`src/rtl/cu_pkg.sv`:
```
// Shared types for the sequenced 9-bit ISA control unit: instruction classes,
// sub-opcodes, write-back encodings, FSM states and the registered control bundle.
package cu_pkg;

    typedef enum logic [1:0] {
        T_R = 2'b00,
        T_M = 2'b01,
        T_B = 2'b10,
        T_S = 2'b11
    } instr_type_e;

    typedef enum logic [1:0] {
        S_IDLE = 2'b00,
        S_MEM  = 2'b01,
        S_WB   = 2'b10
    } state_e;

    localparam logic [2:0] R_SLT     = 3'b101;

    localparam logic [2:0] M_ST      = 3'b000;
    localparam logic [2:0] M_LD      = 3'b001;
    localparam logic [2:0] M_LUTW_LO = 3'b010;
    localparam logic [2:0] M_LUTW_HI = 3'b011;
    localparam logic [2:0] M_LUT_LO  = 3'b100;
    localparam logic [2:0] M_LUT_HI  = 3'b101;
    localparam logic [2:0] M_LUT_RD  = 3'b110;
    localparam logic [2:0] M_ILL     = 3'b111;

    localparam logic [1:0] B_EQ  = 2'b00;
    localparam logic [1:0] B_LT  = 2'b01;
    localparam logic [1:0] B_LTE = 2'b10;
    localparam logic [1:0] B_UN  = 2'b11;

    localparam logic [1:0] WB_ALU   = 2'd0;
    localparam logic [1:0] WB_MEM   = 2'd1;
    localparam logic [1:0] WB_LUT   = 2'd2;
    localparam logic [1:0] WB_SHIFT = 2'd3;

    localparam int BR_IDX_MAX = 5;

    typedef struct packed {
        logic                  instr_ready;
        logic                  mem_req;
        logic                  mem_we;
        logic                  mem_err;
        logic [2:0]            alu_op;
        logic [1:0]            r_addr1;
        logic [1:0]            r_addr2;
        logic                  reg_we;
        logic [1:0]            wb_sel;
        logic                  cmp_en;
        logic                  branch_en;
        logic [BR_IDX_MAX-1:0] branch_idx;
        logic                  shift_en;
        logic                  shift_dir;
        logic                  shift_imm_en;
        logic [7:0]            shift_imm;
        logic [7:0]            lut_idx;
        logic                  lut_we;
        logic [1:0]            lut_rd_dst;
        logic                  illegal;
    } ctrl_t;

    function automatic logic branch_taken(input logic [1:0] cond, input logic eq, input logic lt);
        case (cond)
            B_EQ:    return eq;
            B_LT:    return lt;
            B_LTE:   return lt | eq;
            B_UN:    return 1'b1;
            default: return 1'b0;
        endcase
    endfunction

endpackage

```
`src/rtl/control_unit_seq_if.sv`:
```
// Instruction handshake and data-memory request bus of the control unit.
interface control_unit_seq_if;
    logic       instr_valid;
    logic       instr_ready;
    logic [8:0] instr;
    logic       mem_req;
    logic       mem_we;
    logic       mem_ack;
    logic       mem_err;

    modport master (output instr_valid, instr, mem_ack,
                    input  instr_ready, mem_req, mem_we, mem_err);
    modport slave  (input  instr_valid, instr, mem_ack,
                    output instr_ready, mem_req, mem_we, mem_err);
endinterface

```
`src/rtl/cu_mem_timer.sv`:
```
// Wait-cycle counter for an outstanding memory request; an ack in the
// final allowed cycle takes precedence over the timeout.
module cu_mem_timer #(
    parameter int MEM_TIMEOUT = 15
) (
    input  logic clk,
    input  logic rst_n,
    input  logic active,
    input  logic ack,
    output logic done,
    output logic timeout
);
    localparam int CW = (MEM_TIMEOUT > 0) ? $clog2(MEM_TIMEOUT + 1) : 1;
    localparam logic [CW-1:0] LAST = CW'((MEM_TIMEOUT > 0) ? (MEM_TIMEOUT - 1) : 0);

    logic [CW-1:0] cnt_r;

    // Count unacknowledged request cycles; idle or ack returns to zero so entry starts clean
    always_ff @(posedge clk or negedge rst_n) begin
        if (!rst_n) begin
            cnt_r <= '0;
        end else if (!active || ack) begin
            cnt_r <= '0;
        end else if (cnt_r != LAST) begin
            cnt_r <= cnt_r + CW'(1'b1);
        end else begin
            cnt_r <= cnt_r;
        end
    end

    assign done    = active & ack;
    assign timeout = (MEM_TIMEOUT > 0) && active && !ack && (cnt_r == LAST);
endmodule

```
`src/rtl/control_unit_seq.sv`:
```
// Sequenced control unit: decodes one instruction per handshake into registered
// datapath controls, with flag bypass, memory wait/timeout and LUT immediate register.
module control_unit_seq
    import cu_pkg::*;
#(
    parameter int BR_IDX_W      = 5,
    parameter int MEM_TIMEOUT   = 15,
    parameter int STRICT_DECODE = 1
) (
    input  logic                clk,
    input  logic                rst_n,
    control_unit_seq_if.slave   bus,
    input  logic                equal_in,
    input  logic                less_in,
    output logic [2:0]          alu_op,
    output logic [1:0]          r_addr1,
    output logic [1:0]          r_addr2,
    output logic                reg_we,
    output logic [1:0]          wb_sel,
    output logic                cmp_en,
    output logic                flag_eq,
    output logic                flag_lt,
    output logic                branch_en,
    output logic [BR_IDX_W-1:0] branch_idx,
    output logic                shift_en,
    output logic                shift_dir,
    output logic                shift_imm_en,
    output logic [7:0]          shift_imm,
    output logic [7:0]          lut_reg,
    output logic [7:0]          lut_idx,
    output logic                lut_we,
    output logic [1:0]          lut_rd_dst,
    output logic                illegal
);
    state_e      state_r, state_s;
    ctrl_t       ctrl_r, ctrl_s;
    logic [7:0]  lut_reg_r, lut_reg_s;
    logic        flag_eq_r, flag_lt_r;
    instr_type_e itype_s;
    logic [2:0]  sub_s;
    logic [3:0]  nib_s;
    logic        accept_s, eq_src_s, lt_src_s, mem_done_s, mem_timeout_s;

    assign itype_s  = instr_type_e'(bus.instr[8:7]);
    assign sub_s    = bus.instr[6:4];
    assign nib_s    = bus.instr[3:0];
    assign accept_s = ctrl_r.instr_ready & bus.instr_valid;
    // A compare issuing this cycle has not reached the flag register yet
    assign eq_src_s = ctrl_r.cmp_en ? equal_in : flag_eq_r;
    assign lt_src_s = ctrl_r.cmp_en ? less_in  : flag_lt_r;

    cu_mem_timer #(.MEM_TIMEOUT(MEM_TIMEOUT)) u_timer (
        .clk     (clk),
        .rst_n   (rst_n),
        .active  (state_r == S_MEM),
        .ack     (bus.mem_ack),
        .done    (mem_done_s),
        .timeout (mem_timeout_s)
    );

    // FSM state register
    always_ff @(posedge clk or negedge rst_n) begin
        if (!rst_n) begin
            state_r <= S_IDLE;
        end else begin
            state_r <= state_s;
        end
    end

    // Next state, next-cycle controls and next LUT register value
    always_comb begin
        state_s   = state_r;
        ctrl_s    = '0;
        lut_reg_s = lut_reg_r;
        case (state_r)
            S_IDLE: begin
                ctrl_s.instr_ready = 1'b1;
                if (accept_s) begin
                    case (itype_s)
                        T_R: begin
                            ctrl_s.alu_op  = sub_s;
                            ctrl_s.r_addr1 = bus.instr[3:2];
                            ctrl_s.r_addr2 = bus.instr[1:0];
                            if (sub_s >= R_SLT) begin
                                ctrl_s.cmp_en = 1'b1;
                            end else begin
                                ctrl_s.reg_we = 1'b1;
                                ctrl_s.wb_sel = WB_ALU;
                            end
                        end
                        T_B: begin
                            if (branch_taken(bus.instr[6:5], eq_src_s, lt_src_s)) begin
                                ctrl_s.branch_en  = 1'b1;
                                ctrl_s.branch_idx = BR_IDX_MAX'(bus.instr[BR_IDX_W-1:0]);
                            end else begin
                                ctrl_s.branch_en  = 1'b0;
                            end
                        end
                        T_S: begin
                            ctrl_s.shift_en  = 1'b1;
                            ctrl_s.shift_dir = bus.instr[5];
                            ctrl_s.reg_we    = 1'b1;
                            ctrl_s.wb_sel    = WB_SHIFT;
                            if (bus.instr[6]) begin
                                ctrl_s.shift_imm_en = 1'b1;
                                ctrl_s.shift_imm    = {3'b000, bus.instr[4:0]};
                            end else begin
                                ctrl_s.shift_imm_en = 1'b0;
                            end
                        end
                        T_M: begin
                            case (sub_s)
                                M_ST, M_LD: begin
                                    state_s            = S_MEM;
                                    ctrl_s.instr_ready = 1'b0;
                                    ctrl_s.mem_req     = 1'b1;
                                    ctrl_s.mem_we      = (sub_s == M_ST);
                                end
                                M_LUTW_LO: begin
                                    ctrl_s.lut_we  = 1'b1;
                                    ctrl_s.lut_idx = {4'h0, nib_s};
                                end
                                M_LUTW_HI: begin
                                    ctrl_s.lut_we  = 1'b1;
                                    ctrl_s.lut_idx = {nib_s, 4'h0};
                                end
                                M_LUT_LO: lut_reg_s = {lut_reg_r[7:4], nib_s};
                                M_LUT_HI: lut_reg_s = {nib_s, lut_reg_r[3:0]};
                                M_LUT_RD: begin
                                    ctrl_s.reg_we     = 1'b1;
                                    ctrl_s.wb_sel     = WB_LUT;
                                    ctrl_s.lut_rd_dst = bus.instr[3:2];
                                end
                                M_ILL:   ctrl_s.illegal = (STRICT_DECODE != 0);
                                default: ctrl_s.illegal = 1'b0;
                            endcase
                        end
                        default: ctrl_s.illegal = 1'b0;
                    endcase
                end else begin
                    state_s = S_IDLE;
                end
            end
            S_MEM: begin
                if (mem_done_s) begin
                    if (ctrl_r.mem_we) begin
                        state_s            = S_IDLE;
                        ctrl_s.instr_ready = 1'b1;
                    end else begin
                        state_s       = S_WB;
                        ctrl_s.reg_we = 1'b1;
                        ctrl_s.wb_sel = WB_MEM;
                    end
                end else if (mem_timeout_s) begin
                    state_s            = S_IDLE;
                    ctrl_s.instr_ready = 1'b1;
                    ctrl_s.mem_err     = 1'b1;
                end else begin
                    ctrl_s.mem_req = 1'b1;
                    ctrl_s.mem_we  = ctrl_r.mem_we;
                end
            end
            S_WB: begin
                state_s            = S_IDLE;
                ctrl_s.instr_ready = 1'b1;
            end
            default: state_s = S_IDLE;
        endcase
    end

    // Registered control outputs and LUT immediate register
    always_ff @(posedge clk or negedge rst_n) begin
        if (!rst_n) begin
            ctrl_r    <= '0;
            lut_reg_r <= 8'h00;
        end else begin
            ctrl_r    <= ctrl_s;
            lut_reg_r <= lut_reg_s;
        end
    end

    // Compare flags latch the live ALU result at the end of a compare cycle
    always_ff @(posedge clk or negedge rst_n) begin
        if (!rst_n) begin
            flag_eq_r <= 1'b0;
            flag_lt_r <= 1'b0;
        end else if (ctrl_r.cmp_en) begin
            flag_eq_r <= equal_in;
            flag_lt_r <= less_in;
        end else begin
            flag_eq_r <= flag_eq_r;
            flag_lt_r <= flag_lt_r;
        end
    end

    assign bus.instr_ready = ctrl_r.instr_ready;
    assign bus.mem_req     = ctrl_r.mem_req;
    assign bus.mem_we      = ctrl_r.mem_we;
    assign bus.mem_err     = ctrl_r.mem_err;
    assign alu_op          = ctrl_r.alu_op;
    assign r_addr1         = ctrl_r.r_addr1;
    assign r_addr2         = ctrl_r.r_addr2;
    assign reg_we          = ctrl_r.reg_we;
    assign wb_sel          = ctrl_r.wb_sel;
    assign cmp_en          = ctrl_r.cmp_en;
    assign flag_eq         = flag_eq_r;
    assign flag_lt         = flag_lt_r;
    assign branch_en       = ctrl_r.branch_en;
    assign branch_idx      = ctrl_r.branch_idx[BR_IDX_W-1:0];
    assign shift_en        = ctrl_r.shift_en;
    assign shift_dir       = ctrl_r.shift_dir;
    assign shift_imm_en    = ctrl_r.shift_imm_en;
    assign shift_imm       = ctrl_r.shift_imm;
    assign lut_reg         = lut_reg_r;
    assign lut_idx         = ctrl_r.lut_idx;
    assign lut_we          = ctrl_r.lut_we;
    assign lut_rd_dst      = ctrl_r.lut_rd_dst;
    assign illegal         = ctrl_r.illegal;
endmodule

```
`src/flat_wrapper.sv`:
```
// flat-port wrapper written by rule: the top's interface ports become plain ports
module control_unit_seq_flat import cu_pkg::*;
#(
    parameter int BR_IDX_W      = 5,
    parameter int MEM_TIMEOUT   = 15,
    parameter int STRICT_DECODE = 1
)
  (clk, rst_n, equal_in, less_in, alu_op, r_addr1, r_addr2, reg_we, wb_sel, cmp_en, flag_eq, flag_lt, branch_en, branch_idx, shift_en, shift_dir, shift_imm_en, shift_imm, lut_reg, lut_idx, lut_we, lut_rd_dst, illegal, bus_instr_valid, bus_instr, bus_mem_ack, bus_instr_ready, bus_mem_req, bus_mem_we, bus_mem_err);
  control_unit_seq_if bus_i ();
  input  logic clk;
  input  logic rst_n;
  input  logic equal_in;
  input  logic less_in;
  output logic [2:0] alu_op;
  output logic [1:0] r_addr1;
  output logic [1:0] r_addr2;
  output logic reg_we;
  output logic [1:0] wb_sel;
  output logic cmp_en;
  output logic flag_eq;
  output logic flag_lt;
  output logic branch_en;
  output logic [BR_IDX_W-1:0] branch_idx;
  output logic shift_en;
  output logic shift_dir;
  output logic shift_imm_en;
  output logic [7:0] shift_imm;
  output logic [7:0] lut_reg;
  output logic [7:0] lut_idx;
  output logic lut_we;
  output logic [1:0] lut_rd_dst;
  output logic illegal;
  input wire logic [$bits(bus_i.instr_valid)-1:0] bus_instr_valid;
  input wire logic [$bits(bus_i.instr)-1:0] bus_instr;
  input wire logic [$bits(bus_i.mem_ack)-1:0] bus_mem_ack;
  output wire logic [$bits(bus_i.instr_ready)-1:0] bus_instr_ready;
  output wire logic [$bits(bus_i.mem_req)-1:0] bus_mem_req;
  output wire logic [$bits(bus_i.mem_we)-1:0] bus_mem_we;
  output wire logic [$bits(bus_i.mem_err)-1:0] bus_mem_err;
  assign bus_i.instr_valid = bus_instr_valid;
  assign bus_i.instr = bus_instr;
  assign bus_i.mem_ack = bus_mem_ack;
  assign bus_instr_ready = bus_i.instr_ready;
  assign bus_mem_req = bus_i.mem_req;
  assign bus_mem_we = bus_i.mem_we;
  assign bus_mem_err = bus_i.mem_err;
  control_unit_seq #(.BR_IDX_W(BR_IDX_W), .MEM_TIMEOUT(MEM_TIMEOUT), .STRICT_DECODE(STRICT_DECODE)) u_core (.clk(clk), .rst_n(rst_n), .bus(bus_i), .equal_in(equal_in), .less_in(less_in), .alu_op(alu_op), .r_addr1(r_addr1), .r_addr2(r_addr2), .reg_we(reg_we), .wb_sel(wb_sel), .cmp_en(cmp_en), .flag_eq(flag_eq), .flag_lt(flag_lt), .branch_en(branch_en), .branch_idx(branch_idx), .shift_en(shift_en), .shift_dir(shift_dir), .shift_imm_en(shift_imm_en), .shift_imm(shift_imm), .lut_reg(lut_reg), .lut_idx(lut_idx), .lut_we(lut_we), .lut_rd_dst(lut_rd_dst), .illegal(illegal));
endmodule
```
`config.mk`:
```
export PLATFORM = sky130hd
export DESIGN_NAME = control_unit_seq_flat
export DESIGN_NICKNAME = d
export VERILOG_FILES = /design/src/rtl/cu_pkg.sv /design/src/rtl/control_unit_seq_if.sv /design/src/rtl/cu_mem_timer.sv /design/src/rtl/control_unit_seq.sv /design/src/flat_wrapper.sv
export SDC_FILE = /design/constraint.sdc
export NUM_CORES = 1
export LEC_CHECK = 0
export BUFFER_PORTS_ARGS = -buffer_cell sky130_fd_sc_hd__buf_2
export CAP_MARGIN = 20
export CORE_MARGIN = 4
export CORE_UTILIZATION = 30
export DETAILED_ROUTE_END_ITERATION = 16
export MAX_ROUTING_LAYER = met4
export PLACE_DENSITY = 0.49
export SLEW_MARGIN = 25
export SYNTH_ARGS = -nofsm -noshare
export SYNTH_HDL_FRONTEND = slang
export SYNTH_HIERARCHICAL = 1
export SYNTH_SLANG_ARGS = --single-unit
```
`constraint.sdc`:
```
create_clock -name clk -period 3.9 [get_ports clk]
set_input_delay 0.78 -clock clk [delete_from_list [all_inputs] [get_ports clk]]
set_output_delay 0.78 -clock clk [all_outputs]
set_load 0.01 [all_outputs]
```
==> impl_metrics.yaml, run 1 <==
timing:
  grt_setup_unrepaired: "false"
  worst_pin_slew_ns: 0.6238
  max_slew_margin: 0.5842
  hold_violations: 0
  max_freq_mhz: 562.3
  period_minus_slack_ns: 1.779
  finalSetupViolCount: 0
  finClkSkew_ns: 0.006660
  tns_ns: 0
  period_share: 0.4560
  report.final.slew_viol_count: 0
die:
  die_area_mm2: 0.009149
  pin_count: 69
  core_area_mm2: 0.007370
  die_w_um: 95.65
  core.rowCount: 31
  die_height_um: 95.65
  initial_core_util: 0.3127
final_layout:
  num-fill-cells: 756
  diodes: 0
  final_common_cell: "buf_2"
  syn_to_final_growth_pct: 25.90
  utilization: 0.3937
  mostFrequentLayoutCells: "buf_2 (65), dfrtp_1 (57), and2_1 (12), nor2_1 (11)"
  stdcell_count: 354
  final_nets: 267
  drive_above_1_share: 0.4000
  final_cell_area_mm2: 0.002902
route:
  dr.pass1.iters: 4
  drt-wirelength-per-cell_um: 14.99
  viasPerCell: 4.548
  drc: 0
  ant_nets: 0
  wl_um: 5308
  first_iter_violations: 41
  dr_total_vias: 1610
placement:
  numPortBuffers: 65
  place_inst: 338
  placedInstanceArea_mm2: 0.002705
  place.gp.congestion: 0.7608
  hpwl_um: 3862
run:
  cap_violations: 0
worst_setup_path:
  slowest_delay_ns: 0.40
  critPathSlowestCell: "dfrtp_1"
  cp-end-kind: "register"
  startpoint_type: "register"
  path_cells: "nor2b_1 -> or2b_1 -> nor2_1 -> mux2i_1 -> o21ai_0 -> o21a_1"
  path_class: "register to register"
  critPathRequiredTime_ns: 4.17
  critPathArrivalTime_ns: 2.05
  critical_path.startpoint: "u_core/state_r[1]$_DFFE_PN0P_"
  cp_max_fo: 7
  r2r_start: "u_core/state_r[1]$_DFFE_PN0P_"
yosys:
  synthXorXnorAreaFrac: 0
  synth_flop_cell: "dfrtp_1"
  ys_async_sr_fraction: 1.000
  synth_top_family_by_area: "simple AND/OR/NAND/NOR gates"
  yosysWarningCount: 6
  synth_seq_cells: 57
  synth-simple-area-share: 0.2242
  synth_compound_area_frac: 0.05537
  synth.distinct_cells: 43
  syn_area_per_cell_um2: 12.80
  synthMuxAreaShare: 0.05320
  yosysSeqAreaShare: 0.6189
  yosys.area_share.adder: 0.01086
  netlist_area_mm2: 0.002305
  synth_edf_count: 0
  synthCells: 180
clock_network:
  ctsHoldBuffers: 0
  cts_buffer_depth: 2
  cts_made_buffers: 9
  clock-sinks: 57
  post_cts_buffers: 0
  ctsResizeCount: 0
  clockRootBuffer: "clkbuf_8"
  clk_pin_slew_worst_paths_ns: 0.07
  clk-insertion-delay-late_ns: 0.33
  cts_htree_levels: 3
  tritoncts: "built"
worst_hold_path:
  min-delay-path-class: "input pin to async pin"
power:
  leakage_uw: 0.001502
  ir_drop_mv: 0.1921
  power_density_mw_per_mm2: 532.5
global_route:
  grt_pass1_vias: 1643
  grt_max_degree: 31
  grt_overflow: 0
  grt.total_usage: 0.1290
  antenna_found_initial: 0
  grt_pass1_wl_um: 8487
run_status:
  status: "finished, final reports clean"
## where the power goes
group,switching [uW],internal [uW],total (uW)
sequential,38.2,661,700
combinational,177,128,305
clock,231,310,541
total,446,1100,1550
## area by class of cell
cell class	instances	area (um^2)	area share
inverters	5	18.77	0.006468
flip-flops and latches	57	1426	0.4916
well taps	99	123.9	0.04269
repair buffers	66	332.8	0.1147
clock buffers	11	141.4	0.04873
multi-input cells	111	803.3	0.2768
clock inverters	5	55.05	0.01897
## cells in the mapped netlist, drive strengths merged, types with 2 or more instances
cell,count,share of area
a211oi,3,0.014
a21oi,2,0.0060
a31o,2,0.0076
a31oi,2,0.0054
and2,13,0.036
and3,5,0.014
buf,8,0.026
dfrtp,57,0.62
ha,2,0.011
inv,5,0.0081
mux2,10,0.049
nand2,8,0.013
nand3,3,0.0065
nand3b,3,0.0098
nand4,3,0.0081
nor2,11,0.018
nor2b,8,0.025
nor3,6,0.018
nor4,5,0.020
nor4b,4,0.015
o21ai,4,0.0087
o2bb2ai,2,0.0076
or2,2,0.0054
## metal layers
layer | GRT usage | vias up | share of wire | wire (um)
li1 | - | 762 | - | -
met2 | 0.1911 | 49 | 0.47 | 2518
met1 | 0.1629 | 791 | 0.46 | 2451
met4 | 0.06754 | 0 | 0.014 | 72
met5 | - | - | 0 | 0
met3 | 0.03157 | 8 | 0.050 | 264
## worst max-delay path: cells and delay by family, from the launching register on
family	cells	cell delay, ns
AND/OR/NAND/NOR	3	0.91
flip-flops	1	0.40
multiplexers	1	0.10
AO/OA/AOI/OAI	2	0.31
## worst paths after layout
| kind | to | slack [ns] | cells past startpoint |
|---|---|---|---|
| min in group clk | u_core/lut_reg[6]$_DFFE_PN0P_ | 0.51 | 1 |
| max in group asynchronous | u_core/shift_imm[4]$_DFF_PN0_ | 2.59 | 2 |
| setup / recovery | u_core/bus.instr_ready$_DFF_PN0_ | 2.12 | 6 |
| hold / removal | u_core/shift_imm[2]$_DFF_PN0_ | 0.46 | 1 |
| setup reg to reg | u_core/bus.instr_ready$_DFF_PN0_ | 2.12 | 6 |
| hold reg to reg | u_core/lut_reg[6]$_DFFE_PN0P_ | 0.51 | 1 |
## logic make-up after synthesis
logic type	count (synthesis)
adder cells (fa/ha/maj)	2
buffers and inverters	14
flip-flops	57
multiplexers	11
AO/OA/AOI/OAI	17
other	1
AND/OR/NAND/NOR	78
## stage by stage
| step | setup WS, ns | total power (uW) | hold slack [ns] |
|---|---|---|---|
| after floorplan | 2.148 | 889.5 | 0.4844 |
| after global placement | 1.873 | 1017 | 0.4884 |
| after detailed placement | 1.858 | 1020 | 0.4926 |
| after CTS | 2.126 | 1569 | 0.4760 |
| after global routing | 1.887 | 1628 | 0.5017 |
| final | 2.121 | 1545 | 0.4556 |
(Power assumes the default switching activity.)
==> run 2, diff against run 1 <==
==> constraint.sdc (replaced) <==
create_clock -name clk -period 1.7 [get_ports clk]
set_input_delay 0.34 -clock clk [delete_from_list [all_inputs] [get_ports clk]]
set_output_delay 0.34 -clock clk [all_outputs]
set_load 0.01 [all_outputs]
==> run 2 against run 1 <==
  * Wire length is 1.7% lower
  * Critical path depth is 3 lower
  * Worst setup slack got worse by 2.0 ns
  * Combinational power is 140% higher
  * Design area grew 3.6%
  * Fmax increased by 13%
  * Sequential cell count unchanged
  * Clock-buffer cell count is 1 higher
  * First-iteration DRC count increased by 39%
  * Sequential power rose by 130%
  * Final cell count up 3.4%
  * Register-to-register slack lost 2.0 ns
  * Largest cell class unchanged
==> impl_metrics.yaml, run 2 (synthesis gave the netlist of run 1 again) <==
final_layout:
  diodes: 0
  final_nets: 279
  mostFrequentLayoutCells: "buf_2 (65), dfrtp_1 (57), and2_1 (12), clkbuf_8 (11), nor2_1 (11)"
  multi_input_comb_area_um2: 803.3
  drive_above_1_share: 0.4232
  utilization: 0.4078
  final_common_cell: "buf_2"
  seq_area_mm2: 0.001426
  num-fill-cells: 755
  syn_to_final_growth_pct: 30.40
placement:
  hpwl_um: 3938
  place.gp.congestion: 0.7291
  numPortBuffers: 65
  dp_slack_ns: 0.1043
timing:
  finClkSkew_ns: 0.01049
  max_freq_mhz: 633.8
  fin_hold_ws_ns: 0.2984
  hold_violations: 0
  period_minus_slack_ns: 1.578
  report.final.slew_viol_count: 0
  setup_slack_ns: 0.1222
  tns_ns: 0
  grt_setup_unrepaired: "false"
  period_share: 0.9281
  finalSetupViolCount: 0
worst_setup_path:
  path_class: "register to register"
  r2r_start: "u_core/state_r[0]$_DFFE_PN0P_"
  r2r_cells: 3
  cp-end-kind: "register"
  r2r_slack_ns: 0.12
  cp_max_fo: 6
  critPathRequiredTime_ns: 1.92
  startpoint_type: "register"
  reg2reg_to: "u_core/lut_reg[7]$_DFFE_PN0P_"
  critPathArrivalTime_ns: 1.80
route:
  drt-wirelength-per-cell_um: 14.26
  dr_total_vias: 1585
  wl_um: 5220
  dr.pass1.iters: 4
  first_iter_violations: 57
  drc: 0
  viasPerCell: 4.331
  ant_nets: 0
worst_hold_path:
  hold_depth: 3
  min_from: "bus_instr[0]"
  min-delay-path-class: "input pin to register"
  worstHoldEndpoint: "u_core/lut_idx[4]$_DFF_PN0_"
clock_network:
  clockRootBuffer: "clkbuf_8"
  tritoncts: "built"
  cts_htree_levels: 3
  cts_buffer_depth: 2
  clk_pin_slew_worst_paths_ns: 0.07
  clk-insertion-delay-late_ns: 0.33
  cts_made_buffers: 9
  clock-sinks: 57
  ctsResizeCount: 0
run_status:
  status: "finished, final reports clean"
die:
  die_height_um: 95.65
  core.rowCount: 31
  core_area_mm2: 0.007370
  initial_core_util: 0.3127
  die_area_mm2: 0.009149
  pin_count: 69
  die_w_um: 95.65
global_route:
  grt_overflow: 0
  grt_pass1_vias: 1620
  grt.total_usage: 0.1276
  grt_pass1_wl_um: 8231
  antenna_found_initial: 0
  grt_max_degree: 22
run:
  cap_violations: 0
power:
  ir_drop_mv: 0.4950
  leakage_uw: 0.001559
  power_density_mw_per_mm2: 1158
[run 2: worst max-delay path, cell delays in order, from the launching register on]
cell	delay (ns)
dfrtp_1	0.39
nand4bb_4	0.31
nor4_4	0.39
mux2_2	0.38
[run 2: stage by stage]
stage | power (uW) | cell area [um^2] | cells
2_1_floorplan | 2041 | 2312 | 182
5_1_grt | 3692 | 3005 | 366
3_3_place_gp | 2384 | 2813 | 349
3_5_place_dp | 2389 | 2813 | 349
4_1_cts | 3547 | 3005 | 366
6_report | 3481 | 3005 | 366
[run 2: per-layer routing]
metal | track usage | part of all wire
met1 | 0.1674 | 0.48
met2 | 0.1760 | 0.44
met3 | 0.04341 | 0.055
met4 | 0.06043 | 0.022
met5 | - | 0
[run 2: power breakdown]
part / internal [uW] / switching (uW) / total (uW)
sequential: 1520 / 85.4 / 1600
clock: 605 / 526 / 1130
combinational: 341 / 405 / 747
total: 2460 / 1020 / 3480
[run 2: layout make-up]
| cell class | count | area share |
|---|---|---|
| clock buffer | 12 | 0.05162 |
| clock inverter | 4 | 0.009159 |
| inverter | 5 | 0.006245 |
| multi-input combinational | 111 | 0.2673 |
| sequential | 57 | 0.4746 |
| tap | 99 | 0.04122 |
| timing repair buffer | 78 | 0.1499 |
[run 2: how the worst max path moves through the flow]
| stage | end | from | slack [ns] | cells past startpoint |
|---|---|---|---|---|
| detailed placement | u_core/lut_reg[7]$_DFFE_PN0P_ | u_core/state_r[0]$_DFFE_PN0P_ | 0.10 | 3 |
| finish | u_core/lut_reg[7]$_DFFE_PN0P_ | u_core/state_r[0]$_DFFE_PN0P_ | 0.12 | 3 |
| global route | u_core/lut_reg[6]$_DFFE_PN0P_ | u_core/state_r[0]$_DFFE_PN0P_ | 0.01 | 3 |
| floorplan | u_core/bus.instr_ready$_DFF_PN0_ | u_core/state_r[1]$_DFFE_PN0P_ | 0.18 | 6 |
| global placement | u_core/lut_reg[5]$_DFFE_PN0P_ | u_core/state_r[0]$_DFFE_PN0P_ | 0.15 | 3 |
| CTS | u_core/lut_reg[7]$_DFFE_PN0P_ | u_core/state_r[0]$_DFFE_PN0P_ | 0.11 | 3 |
[run 2: repair_timing]
item | in CTS | in global routing
endpoints found under the hold margin | 16 | 0
setup buffers | 0 | 0
hold buffers | 1 | 0
==> run 3, diff against run 2 <==
--- a/config.mk
+++ b/config.mk
@@ -7,7 +7,6 @@
 export LEC_CHECK = 0
 export BUFFER_PORTS_ARGS = -buffer_cell sky130_fd_sc_hd__buf_2
 export CAP_MARGIN = 20
-export CORE_MARGIN = 4
 export CORE_UTILIZATION = 30
 export DETAILED_ROUTE_END_ITERATION = 16
 export MAX_ROUTING_LAYER = met4
==> run 3 against run 2 <==
  * Design area down 0.12%
  * Sequential share of layout area rose by 0.059 points
  * Fmax is 0.15% higher
  * Non-clock buffer count is 1 higher
  * Power rose by 1.7%
  * Largest power group unchanged
  * Critical endpoint unchanged
  * Clock skew is 0.0036 ns lower
  * Clock-buffer cell count shrank 3
  * Core utilization grew 0.16 points
==> impl_metrics.yaml, run 3 (synthesis gave the netlist of run 1 again) <==
final_layout:
  seq_area_mm2: 0.001426
  utilization: 0.4095
  final_common_cell: "buf_2"
  mostFrequentLayoutCells: "buf_2 (65), dfrtp_1 (57), and2_1 (12), buf_4 (12), nor2_1 (11)"
  final_nets: 280
  syn_to_final_growth_pct: 30.24
  drive_above_1_share: 0.4270
  num-fill-cells: 717
  diodes: 0
  multi_input_comb_area_um2: 803.3
worst_setup_path:
  startpoint_type: "register"
  cp-end-kind: "register"
  slowest_delay_ns: 0.39
  cp_max_fo: 6
  critPathRequiredTime_ns: 1.92
  critPathSlowestCell: "dfrtp_1"
  path_class: "register to register"
  path_cells: "nand4bb_4 -> nor4_4 -> mux2_2"
  cp_top_family: "simple AND/OR/NAND/NOR gates"
  cp_num_buf_inv: 0
  critPathArrivalTime_ns: 1.79
route:
  first_iter_violations: 74
  dr.pass1.iters: 4
  drc: 0
  ant_nets: 0
  viasPerCell: 4.467
  wl_um: 4994
  drt-wirelength-per-cell_um: 13.64
  dr_total_vias: 1635
power:
  seqPwrFrac: 0.454
  leakage_uw: 0.001565
  comb_power_share: 0.213
  ir_drop_mv: 0.6445
  clkPwrFrac: 0.333
  p_sw_frac: 0.2860
  power_density_mw_per_mm2: 1179
  switching_power_uw: 1012
  intPower_uw: 2527
  power_uw: 3539
global_route:
  grt_overflow: 0
  grt_pass1_wl_um: 7838
  antenna_found_initial: 0
  grt_max_degree: 58
  grt_pass1_vias: 1549
  grt.total_usage: 0.1404
clock_network:
  post_cts_buffers: 0
  clockRootBuffer: "clkbuf_8"
  clk-insertion-delay-late_ns: 0.33
  tritoncts: "built"
  cts_buffer_depth: 2
  clk_pin_slew_worst_paths_ns: 0.06
  ctsResizeCount: 0
  cts_made_buffers: 9
  clock-sinks: 57
  cts_htree_levels: 3
  ctsHoldBuffers: 1
die:
  die_w_um: 89.65
  core.rowCount: 31
  pin_count: 69
  die_area_mm2: 0.008037
  die_height_um: 89.65
  core_area_mm2: 0.007331
  initial_core_util: 0.3144
placement:
  hpwl_um: 3539
  numPortBuffers: 65
  place.gp.congestion: 0.7794
  dp_slack_ns: 0.1084
timing:
  report.final.slew_viol_count: 0
  finalSetupViolCount: 0
  finClkSkew_ns: 0.006876
  period_share: 0.9267
  tns_ns: 0
  hold_violations: 0
  max_freq_mhz: 634.7
  grt_setup_unrepaired: "false"
  period_minus_slack_ns: 1.575
  setup_slack_ns: 0.1245
worst_hold_path:
  min-delay-path-class: "input pin to register"
run_status:
  status: "finished, final reports clean"
run:
  cap_violations: 0
run 3: changes by cell type in the layout (fill, tap and decap cells not counted), sizes merged:
cell / change
buf: +1
bufinv: +1
clkinv: +2
clkinvlp: -1
clkbuf: -3
run 3: cell type report:
cell class,count,share of cell area
Tap cell,99,0.04127
Inverter,5,0.006253
Clock inverter,6,0.02001
Clock buffer,9,0.04127
Timing Repair Buffer,79,0.1484
Multi-Input combinational cell,111,0.2676
Sequential cell,57,0.4752
run 3: final timing paths:
check	start	to	slack, ns	cells past startpoint
worst max-delay path	u_core/state_r[0]$_DFFE_PN0P_	u_core/lut_reg[7]$_DFFE_PN0P_	0.12	3
worst min-delay path	equal_in	u_core/flag_eq$_DFF_PN0_	0.30	2
worst max register to register	u_core/state_r[0]$_DFFE_PN0P_	u_core/lut_reg[7]$_DFFE_PN0P_	0.12	3
worst min register to register	u_core/lut_reg[3]$_DFFE_PN0P_	u_core/lut_reg[3]$_DFFE_PN0P_	0.50	1
max in group asynchronous	rst_n	u_core/bus.mem_err$_DFF_PN0_	0.90	3
min in group asynchronous	rst_n	u_core/shift_imm[2]$_DFF_PN0_	0.53	3
run 3: metal layers:
layer	global-route usage	vias to the layer above	share of wire
li1	-	786	-
met1	0.1889	786	0.47
met2	0.1908	56	0.46
met3	0.04022	7	0.054
met4	0.07359	0	0.021
met5	-	-	0
run 3: metrics by stage:
stage	cells	hold WS (ns)	area (um^2)
after floorplan	182	0.04441	2312
after global placement	350	0.3676	2808
after detailed placement	350	0.3688	2808
after CTS	366	0.2883	3002
after global routing	366	0.2848	3002
final	366	0.3047	3002
run 3: power groups by stage:
| stage | sequential, uW | combinational (uW) | clock [uW] |
|---|---|---|---|
| after floorplan | 1690 | 348 | 0 |
| after global placement | 1630 | 754 | 0 |
| after detailed placement | 1630 | 763 | 0 |
| after CTS | 1610 | 765 | 1220 |
| after global routing | 1630 | 843 | 1290 |
| final | 1610 | 755 | 1180 |
